$ cat config.mk
export PLATFORM = sky130hd
export DESIGN_NAME = counter_capture
export DESIGN_NICKNAME = d
export VERILOG_FILES = /design/src/rtl/counter_capture.sv
export SDC_FILE = /design/constraint.sdc
export NUM_CORES = 1
export LEC_CHECK = 0
export ABC_AREA = 1
export BUFFER_PORTS_ARGS = -buffer_cell sky130_fd_sc_hd__buf_2
export CELL_PAD_IN_SITES_DETAIL_PLACEMENT = 1
export CELL_PAD_IN_SITES_GLOBAL_PLACEMENT = 1
export CORE_UTILIZATION = 46
export CTS_CLUSTER_DIAMETER = 50
export DETAILED_ROUTE_END_ITERATION = 8
export PLACE_DENSITY_LB_ADDON = 0.1
export SETUP_SLACK_MARGIN = 0.5
export SLEW_MARGIN = 20
export SYNTH_ARGS = -nofsm -noshare
export SYNTH_HDL_FRONTEND = slang
export SYNTH_SLANG_ARGS = --single-unit
$ cat constraint.sdc
create_clock -name clk -period 3 [get_ports clk]
set_input_delay 0.15 -clock clk [delete_from_list [all_inputs] [get_ports clk]]
set_output_delay 0.15 -clock clk [all_outputs]
set_load 0.005 [all_outputs]
$ cat src/rtl/counter_capture.sv
// Samples a loadable 8-bit counter on request or on a periodic timer and queues
// {sample, delta, flags} records in a small FIFO for a ready/valid consumer.
module counter_capture #(
  parameter int unsigned PERIOD = 16,
  parameter int unsigned DEPTH  = 4
) (
  input  logic       clk,
  input  logic       reset,
  input  logic [7:0] cnt_in,
  input  logic       cnt_wr,
  input  logic       cap_req,
  output logic       out_valid,
  input  logic       out_ready,
  output logic [7:0] out_sample,
  output logic [7:0] out_delta,
  output logic [1:0] out_flags,
  output logic [7:0] ovf_cnt,
  output logic [4:0] level
);

  localparam int unsigned AW = (DEPTH > 1) ? $clog2(DEPTH) : 1;
  localparam int unsigned TW = (PERIOD > 1) ? $clog2(PERIOD) : 1;
  localparam logic [TW-1:0] TimerLast = (PERIOD > 0) ? TW'(PERIOD - 1) : '0;
  localparam logic [4:0] LevelFull = 5'(DEPTH);

  typedef struct packed {
    logic [7:0] sample;
    logic [7:0] delta;
    logic [1:0] flags;
  } entry_t;

  logic [TW-1:0] timer_q, timer_d;
  logic [7:0]    prev_q, prev_d;
  logic          load_q, load_d;
  logic          first_q, first_d;
  logic [7:0]    ovf_q, ovf_d;
  logic [4:0]    level_q, level_d;
  logic [AW-1:0] wr_ptr_q, wr_ptr_d;
  logic [AW-1:0] rd_ptr_q, rd_ptr_d;
  entry_t        mem_q [DEPTH];

  logic   expire, trigger, full, pop, push, drop;
  entry_t new_entry, head;

  always_comb begin
    expire  = (PERIOD != 0) && (timer_q == TimerLast);
    trigger = cap_req | expire;
    full    = (level_q == LevelFull);
    pop     = (level_q != 5'd0) && out_ready;
    // A pop in the same cycle frees the slot, so a full FIFO can still accept.
    push    = trigger && (!full || pop);
    drop    = trigger && full && !pop;

    new_entry.sample = cnt_in;
    new_entry.delta  = first_q ? 8'h00 : (cnt_in - prev_q);
    new_entry.flags  = {load_q | cnt_wr, first_q};

    timer_d  = (trigger || PERIOD == 0) ? '0 : (timer_q + TW'(1));
    prev_d   = trigger ? cnt_in : prev_q;
    first_d  = trigger ? 1'b0 : first_q;
    load_d   = trigger ? 1'b0 : (load_q | cnt_wr);
    ovf_d    = (drop && ovf_q != 8'hFF) ? (ovf_q + 8'd1) : ovf_q;
    wr_ptr_d = push ? (wr_ptr_q + AW'(1)) : wr_ptr_q;
    rd_ptr_d = pop ? (rd_ptr_q + AW'(1)) : rd_ptr_q;

    level_d = level_q;
    if (push && !pop) begin
      level_d = level_q + 5'd1;
    end else if (pop && !push) begin
      level_d = level_q - 5'd1;
    end
  end

  always_ff @(posedge clk) begin
    if (!reset) begin
      timer_q  <= '0;
      prev_q   <= 8'h00;
      load_q   <= 1'b0;
      first_q  <= 1'b1;
      ovf_q    <= 8'h00;
      level_q  <= 5'd0;
      wr_ptr_q <= '0;
      rd_ptr_q <= '0;
    end else begin
      timer_q  <= timer_d;
      prev_q   <= prev_d;
      load_q   <= load_d;
      first_q  <= first_d;
      ovf_q    <= ovf_d;
      level_q  <= level_d;
      wr_ptr_q <= wr_ptr_d;
      rd_ptr_q <= rd_ptr_d;
    end
  end

  // Storage needs no reset; the pointers alone define what is valid.
  always_ff @(posedge clk) begin
    if (reset && push) begin
      mem_q[wr_ptr_q] <= new_entry;
    end
  end

  always_comb begin
    head       = mem_q[rd_ptr_q];
    out_valid  = (level_q != 5'd0);
    out_sample = out_valid ? head.sample : 8'h00;
    out_delta  = out_valid ? head.delta : 8'h00;
    out_flags  = out_valid ? head.flags : 2'b00;
    ovf_cnt    = ovf_q;
    level      = level_q;
  end

endmodule

== Word level (Yosys, flattened, before mapping) ==
Memory sizes are Yosys's and may differ from the RTL's. A register that Yosys moved wholly into a read port is not among the register bits.
Index checks and enable logic that the tools add are counted.
W data, S select, Z words.
Storage, ports and cells
  input bits: 13
  word-level logic and storage cells: 47
  memories: 1
  register bits: 31
  memory bits (writable): 72
Memory list
  mem_q: depth 4, bits a word 18, read ports 1, clocked after memory_dff 1, wr ports 1, RTL line 40  | entry_t mem_q [DEPTH];
Cells by class
  eq/ne operators: 3
  mux-type cells: 10
  bitwise gates (word level): 3
  reductions and logical operators: 15
  add/subtract/negate cells: 7
Operator list (count)
  $mux W8: 3
  $mux W5: 2
  $add A8 B1 Y8 const B: 1
  $logic_and A1 B1 Y1: 8
  $ne A8 B8 Y1 const B: 1
  $sub A8 B8 Y8: 1
  $mux W2: 3
  $add A5 B1 Y5 const B: 1
  $eq A5 B3 Y1 const B: 1
  $reduce_bool A5 Y1: 1
  $sub A5 B1 Y5 const B: 1
  $add A2 B1 Y2 const B: 2
  $add A4 B1 Y4 const B: 1
  $eq A4 B4 Y1 const B: 1
  $logic_not A1 Y1: 3
  $mux W1: 2
  $or A1 B1 Y1: 2
  $reduce_bool A2 Y1: 1
  $reduce_or A2 Y1: 1
  $logic_or A1 B1 Y1: 1
  $not A1 Y1: 1

== Depth between registers and ports, before layout ==
Gate-level depths: netlist of run 1.
  depth in word-level cells: 8
  depth in mapped cells: 15
  gate-level depth less buffers: 15

== Worst setup path before layout of run 1 ==
No wires, ideal clock.
  path type: register to register
  start: reg timer_q[0]
  end: mem mem_q[0][0] (netlist name), enable pin
  clock period less this slack: 2208 ps
  slack: 792 ps
  cell stages (with the launch flop): 8
  data arrival time: 1815 ps
  library setup time: 393 ps
  path buffers: 0
  cell sequence: dfxtp_1 -> ha_1 -> nand3_1 -> nand2_4 -> nand2_1 -> inv_1 -> nand2_1 -> nor2_1
On the way
  longest elaborated chain between the ends: 6
Ends and longest elaborated chain
  from (decl): RTL line 32  | logic [TW-1:0] timer_q, timer_d;
  from (signal assigned): RTL line 85  | timer_q <= timer_d;
  $eq A4 B4 Y1: RTL line 46  | expire = (PERIOD != 0) && (timer_q == TimerLast);
  $or A1 B1 Y1: RTL line 47  | trigger = cap_req | expire;
  $logic_and A1 B1 Y1: RTL line 51  | push = trigger && (!full || pop);
  $logic_and A1 B1 Y1: RTL line 98  | if (reset && push) begin
  $mux W1: RTL line 98
  $mux W1 (implied by the code): RTL line 99  | mem_q[wr_ptr_q] <= new_entry;
  to (decl): RTL line 40
Every way passes these cells.

==> results by stage, run 1 <==
Setup path:
- Following the worst setup path forward leads to its endpoint at out_delta[1].
- The maximum fanout count along the critical path is 36.
- Data on the critical path is required at its endpoint by 2.85 ns.
- The setup slack of the worst register-to-register path is 0.70 ns.
- The startpoint type of the worst setup path is a flop.
- In this run the critical register-to-register path is captured at level[4].
- Measured in cells, the most critical reg-to-reg path has a length of 14.
- The type of the worst setup path is reg2out.
- The type of destination of the critical path is an output port.
- STA puts the critical path data arrival time at 2.17 ns.
- The worst register-to-register path begins at timer_q[0].

Place:
- Prior to clock tree synthesis, the placed netlist has a worst setup slack of 0.556 ns.
- The count of port buffers added during placement is 44.
- The congestion estimate from routability-driven global placement came to between 0.7 and 0.8.
- The post-detailed-placement half-perimeter wirelength is ~7400 um.

Status:
- The run finished with clean final reports.

Timing:
- The transition at the pin with the smallest max-transition slack is 0.694 ns.
- The count of final hold-check violations came to 0.
- The shortest period the worst path allows is between 2 and 2.5 ns.
- The number of max-slew violations in the final report is 0.
- Summed over all failing endpoints, the final setup total negative slack is 0 ns.
- After layout, the worst setup slack is ~0.68 ns.
- In the finished design, the share of the clock period the worst path needs comes to 0.774.
- Between clock sinks in the finished design, the worst skew comes to 0.00614 ns.
- Setup violations remaining at the end of the flow were counted as 0.
- The relative slew slack is 0.536.
- Setup repair after global routing left no endpoint under its margin.
- Based on the critical path, the design can be clocked at up to about 430 MHz.
- Hold timing on the final database bottoms out at a slack of 0.0154 ns.

Synthesis:
- Synthesis produced 486 cells.
- The portion of the post-synthesis area used by sequential elements is 0.596.
- The flip-flop and latch count after synthesis is 105.
- Dividing the synthesized area by the synthesized cell count gives 9.74 um^2.
- In this run, distinct cell masters in the synthesized netlist total 30.
- The post-synth design cell area is 4730 um^2.
- The Yosys step of the flow raised 0 warnings.
- When the netlist entered floorplanning its net count stood at 519.

Clock tree:
- After clock tree synthesis, the clock-pin slew on the worst setup and hold paths is 0.10 ns.
- The longest clock path from root to sink contains 2 buffers.
- Clock tree synthesis found a total of about 110 sinks.
- The clock buffer count from CTS is 9.
- The worst-skew pair later-pin latency is about 0.37 ns.
- TritonCTS built the clock tree.
- The clock tree root buffer cell is clkbuf_8.
- The H-tree was split into 3 levels.

Die:
- The row count is 36.
- The total die area is roughly 11,000 um^2.
- The number of top-level pins is 45.
- The die is a little over 100 um wide.
- The die is 103 um tall.
- The initial core utilization is 0.480.
- The total area inside the core boundary comes to 9860 um^2.

Cells and area:
- In the layout the commonest cells are nor2_1 (113), edfxtp_1 (72), o21ai_0 (52), inv_1 (46), a21oi_1 (46).
- The library cell used most frequently in the layout, excluding fill and tap cells, is nor2_1.
- In the final layout, the share of cells above drive strength 1 is 0.158.
- From synthesis to final layout, the design area changed by 12.2%.
- The final antenna diode count is 0.
- After the last flow step, the layout net total stands at 567.
- The number of fill cells in the layout is 1,154.

Global routing:
- The pin count of the biggest net entering global routing is 37.
- The residual overflow from global routing is 0.
- The initial antenna violation count came to 0.
- The via count of the first global-routing pass is 3,540.
- The overall fraction of global-route tracks in use is 0.224.
- The wire length of the first global-routing pass is 17,400 um.

Pwr:
- The analysis attributes to cell leakage a power of around 0.0021 uW.
- The power per cell area is 740 nW/um^2.
- The worst IR drop on VDD is 0.425 mV.

Min path:
- The classification of the worst-slack hold path is in2reg.
- Along the worst hold path, the cell count comes to 1.

Routing:
- The total wire length after detailed routing is roughly 11,000 um.
- The number of DRC violations after detailed routing is 0.
- The post-detailed-route via-to-cell ratio is between 5 and 6.
- The count of nets left with antenna violations once routing finished came out at 0.
- The violation count after the first detailed-route iteration is 101.
- For this block, the via count after detailed routing is 3,477.
- The first detailed-routing pass ran for 4 iterations.
- The average wire per standard cell is ~16 um.

Job:
- The count of max-cap constraint violations is 0.
-- how the worst min path moves through the flow --
stage          startpoint            to  slack [ns]
2_1_floorplan   cnt_in[0]  mem_q[0][10]        0.25
3_3_place_gp    cnt_in[0]  mem_q[1][10]        0.39
3_5_place_dp    cnt_in[0]  mem_q[2][10]        0.41
4_1_cts         cnt_in[6]  mem_q[0][16]        0.01
5_1_grt         cnt_in[6]  mem_q[0][16]       0.004
6_report        cnt_in[0]  mem_q[1][10]        0.02
-- cells in the mapped netlist --
cell type / n / area, um^2
nand2_2: 2 / 12.5
xnor2_1: 2 / 17.5
buf_6: 2 / 22.5
nand2_1: 39 / 146
nand3_4: 1 / 17.5
o21bai_1: 1 / 7.51
o21a_1: 1 / 7.51
nand4_1: 8 / 50.1
o21ai_0: 52 / 260
buf_4: 2 / 15.0
edfxtp_1: 72 / 2160
clkbuf_2: 3 / 15.0
buf_2: 5 / 25.0
dfxtp_1: 33 / 661
buf_1: 1 / 3.75
nor2_2: 2 / 12.5
nor2_1: 113 / 424
inv_2: 4 / 15.0
clkbuf_1: 1 / 3.75
nor2_4: 2 / 22.5
o21ai_1: 4 / 20.0
xor2_1: 4 / 35.0
nand2_4: 1 / 11.3
and3_1: 1 / 6.26
or2_2: 1 / 6.26
ha_1: 18 / 225
a21oi_1: 46 / 230
inv_1: 46 / 173
fa_1: 2 / 40.0
nand3_1: 17 / 85.1
-- registers in the layout (all words and copies together), names as in the netlist, named ones only --
name and count:
first_q 1, level 5, load_q 1, mem_q 72
ovf_cnt 8, prev_q 8, rd_ptr_q 2, timer_q 4
wr_ptr_q 2
-- timing repair --
item                       in CTS  in global routing
setup endpoints to repair       0                  2
setup buffers                   0                  1
hold buffers                    0                  0
resized for setup               0                  5
-- per-layer routing --
metal / global-route usage / vias up / part of all wire
li1: - / 1723 / -
met1: 0.257 / 1694 / 0.43
met2: 0.418 / 51 / 0.53
met3: 0.0524 / 9 / 0.038
met4: 0.0585 / 0 / 0.0098
met5: 0 / - / 0
-- layout make-up --
| type | count | area, um^2 | share of cell area |
|---|---|---|---|
| sequential | 105 | 2830 | 0.532 |
| clock inverter | 4 | 28.8 | 0.00542 |
| inverter | 50 | 188 | 0.0353 |
| timing repair buffer | 51 | 273 | 0.0513 |
| clock buffer | 12 | 188 | 0.0353 |
| tap | 133 | 166 | 0.0313 |
| multi-input combinational | 317 | 1640 | 0.309 |
-- report_power, final --
part	total [uW]	switching (uW)	internal (uW)
logic	1250	772	473
registers	1750	90.5	1660
clock network	935	505	430
total	3930	1370	2560
-- metrics by stage --
stage | cell area [um^2] | std cells | utilization | total power (uW)
final | 5310 | 672 | 0.539 | 3930
after global routing | 5310 | 672 | 0.539 | 4220
after CTS | 5300 | 671 | 0.537 | 3980
after detailed placement | 5080 | 655 | 0.515 | 3050
after global placement | 5080 | 655 | 0.515 | 3000
after floorplan | 4730 | 486 | - | 2590
-- cell families after synthesis --
group / synth area share
xor+xnor: 0.0111
flops: 0.596
simple gates: 0.168
fa+ha+maj: 0.0560
buf+inv: 0.0576
compound gates: 0.111
-- critical path, cell delays in order (launching register included) --
cell	delay [ns]
dfxtp_1	0.78
inv_2	0.43
o21ai_0	0.32
a21oi_1	0.11
buf_2	0.15
No activity file was read; power rests on OpenSTA's default activity.
==> inputs of run 2 (changes only) <==
--- a/config.mk
+++ b/config.mk
@@ -9,7 +9,7 @@
 export BUFFER_PORTS_ARGS = -buffer_cell sky130_fd_sc_hd__buf_2
 export CELL_PAD_IN_SITES_DETAIL_PLACEMENT = 1
 export CELL_PAD_IN_SITES_GLOBAL_PLACEMENT = 1
-export CORE_UTILIZATION = 46
+export CORE_UTILIZATION = 41
 export CTS_CLUSTER_DIAMETER = 50
 export DETAILED_ROUTE_END_ITERATION = 8
 export PLACE_DENSITY_LB_ADDON = 0.1
==> constraint.sdc (replaced) <==
create_clock -name clk -period 1.9 [get_ports clk]
set_input_delay 0.095 -clock clk [delete_from_list [all_inputs] [get_ports clk]]
set_output_delay 0.095 -clock clk [all_outputs]
set_load 0.005 [all_outputs]
==> results by stage, run 2 (synthesized netlist as in run 1, its figures left out) <==
Setup path:
- The worst endpoint data arrival time is 2.23 ns (+0.06 ns).
- The setup slack of the worst register-to-register path was -0.06 ns (-0.76 ns).
- The maximum fanout count along the critical path is 4 (-89%).
- The worst register-to-register path begins at level[3].
- The worst setup path is launched from a flop.
- The type of the worst setup path is reg2reg.
- The critical path data required time is 2.17 ns (-0.68 ns).
- The worst register-to-register path ends at level[4].
- The logic depth of the worst register-to-register path is 13 (-1).
- The worst setup path is captured at a flop.

Clock tree:
- The worst-skew pair later-pin latency was 0.34 ns (-0.03 ns).
- The deepest level of the CTS H-tree is 3 (unchanged).
- The clock-pin slew on the worst setup and hold paths is 0.08 ns (-0.02 ns).
- Clock tree synthesis selected as its root buffer the cell clkbuf_16.
- The CTS tree is yes.
- The maximum root-to-sink buffer count was 2 (unchanged).
- The sink count of the clock tree is 105 (unchanged).
- The clock buffer count from CTS is 9 (unchanged).

Die:
- The overall die height is 109 um (+5.8%).
- The total die area is 12,000 um^2 (+12%).
- The area of the placeable core came to 11,000 um^2 (+12%).
- The initial core utilization is 0.429 (-0.0507).
- The number of top-level pins is 45 (unchanged).
- The die boundary width is 109 um (+5.8%).
- The row count was 38 (+5.6%).

Cells and area:
- In the layout the commonest cells are edfxtp_1 (72), nor2_1 (66), buf_2 (44), nor2_4 (36), inv_1 (36).
- The layout overhead on the synthesized area is 43.8%.
- The number of nets in the final layout was 611 (+7.8%).
- The number of cells in the finished layout apart from fillers came to 723 (+7.6%).
- The most frequent standard cell in the layout excluding fill and tap cells is edfxtp_1.
- The number of flip-flops in the largest register is 72 (unchanged).
- The final antenna diode count was 0 (unchanged).
- The ratio of cells with drive above 1 in the final layout is 0.444 (+0.287).
- The register bank with the most flops is mem_q.

Timing:
- The shortest period the worst path allows is 1.96 ns.
- The summed negative setup slack over all endpoints came to -0.0558 ns (-0.0558 ns).
- The final-report setup violation count came to 1 (+1).
- The relative slew slack is 0.682 (+0.146).
- The transition at the pin with the smallest max-transition slack came to 0.475 ns (-0.220 ns).
- The least setup slack across all paths after layout was -0.0558 ns (-0.733 ns).
- Setup repair after global routing could not meet its margin everywhere.
- The count of final hold-check violations is 0 (unchanged).
- The maximum clock rate is 511 MHz.
- The worst clock skew is 0.0101 ns (+0.00398 ns).
- The number of max-slew violations in the final report was 0 (unchanged).
- The portion of the clock cycle consumed by the worst path in the final layout is 1.03.

Job:
- The count of max-cap constraint violations is 0 (unchanged).

Routing:
- The routed via count is 3,820 (+9.9%).
- The number of DRC violations after detailed routing is 0 (unchanged).
- The violation count after the first detailed-route iteration was 134 (+33%).
- The first-pass iteration count of the detailed router came to 4 (unchanged).
- The total wire length after detailed routing was 14,000 um (+27%).
- The remaining antenna violation count after routing is 0 (unchanged).
- The post-detailed-route via-to-cell ratio came to 5.28 (+2.1%).
- The average wire per standard cell is 19.3 um (+18%).

Place:
- The placed cell count came to 672 (+2.6%).
- The count of port buffers added during placement is 44 (unchanged).
- The final weighted congestion in routability-driven placement is 0.773 (+0.34%).
- The post-detailed-placement half-perimeter wirelength came to 7640 um (+2.6%).

Min path:
- For hold timing, the worst endpoint is load_q.
- The number of cells traversed by the worst hold path was 3 (+2).
- The startpoint identified for the worst hold timing path is cnt_wr.
- The path class of the tightest hold or removal check is in2reg.

Pwr:
- The worst IR drop on VDD is 0.967 mV (+130%).
- The leakage power of the design came to 0.00255 uW (+20%).
- The power per cell area is 1220 nW/um^2 (+65%).

Global routing:
- The wire length of the first global-routing pass is 19,500 um (+12%).
- The residual overflow from global routing came to 0 (unchanged).
- The pin count of the biggest net entering global routing came to 24 (-35%).
- The initial antenna violation count is 0 (unchanged).
- The via count of the first global-routing pass is 3,730 (+5.4%).
- The overall fraction of global-route tracks in use is 0.222 (-0.00225).

Status:
- The final reports fail on setup timing.
- The flow ran to the end, but the final reports show violations.
-- run 2: repair_timing --
item,in CTS,in global routing
hold buffers,2,0
endpoints found under the setup margin,136,143
setup buffers,10,17
cloned,5,1
pin swaps,36,70
endpoints found under the hold margin,8,0
resized for setup,87,159
-- run 2: how the worst max path moves through the flow --
stage	start	endpoint	slack, ns	cells after the start
floorplan	timer_q[1]	level[3]	0.07	13
detailed placement	level[0]	level[4]	-0.01	14
global route	level[3]	level[4]	-0.18	13
CTS	timer_q[0]	level[4]	0.03	15
global placement	timer_q[0]	level[3]	0.06	13
finish	level[3]	level[4]	-0.06	13
-- run 2: per-layer routing --
layer  vias to the layer above  track usage  routed length, um
li1                       1837            -                  -
met3                        24       0.0290                373
met4                         0       0.0829                367
met1                      1892        0.262               5550
met5                         -            0                  0
met2                        67        0.409               7690
-- run 2: final cells by class --
cell class                      count  area, um^2
Clock inverter                      6        57.6
Timing Repair Buffer               91         774
Tap cell                          140         175
Inverter                           50         243
Multi-Input combinational cell    317        2430
Timing Repair inverter              4        50.0
Clock buffer                       10         229
Fill cell                        1160        4220
Sequential cell                   105        2850
-- run 2: power breakdown --
part	internal, uW	switching (uW)	total, uW
combinational	1610	2110	3720
clock	923	875	1800
sequential	2650	152	2800
total	5190	3130	8320
-- run 2: through the flow --
stage          setup slack [ns]  hold slack [ns]  instance area [um^2]   util  total power [uW]
5_1_grt                  -0.180           0.0562                  6810  0.617              8720
3_3_place_gp             0.0626            0.337                  5390  0.489              5060
6_report                -0.0558           0.0511                  6810  0.617              8320
2_1_floorplan            0.0722            0.194                  4910      -              4270
4_1_cts                  0.0343           0.0162                  6070  0.550              7720
3_5_place_dp            -0.0104            0.346                  5390  0.489              5150
-- run 2: worst max-delay path, cell delays in order, from the launching register on --
cell and delay [ns]:
dfxtp_4 0.36, nor2_4 0.14, nand3_2 0.12, nand2_4 0.12, inv_4 0.04, ha_4 0.18
fa_2 0.37, inv_2 0.07, nand2_2 0.05, nand2_2 0.07, nand3_2 0.06, nand2_1 0.08
nand2_1 0.06, a21oi_1 0.17
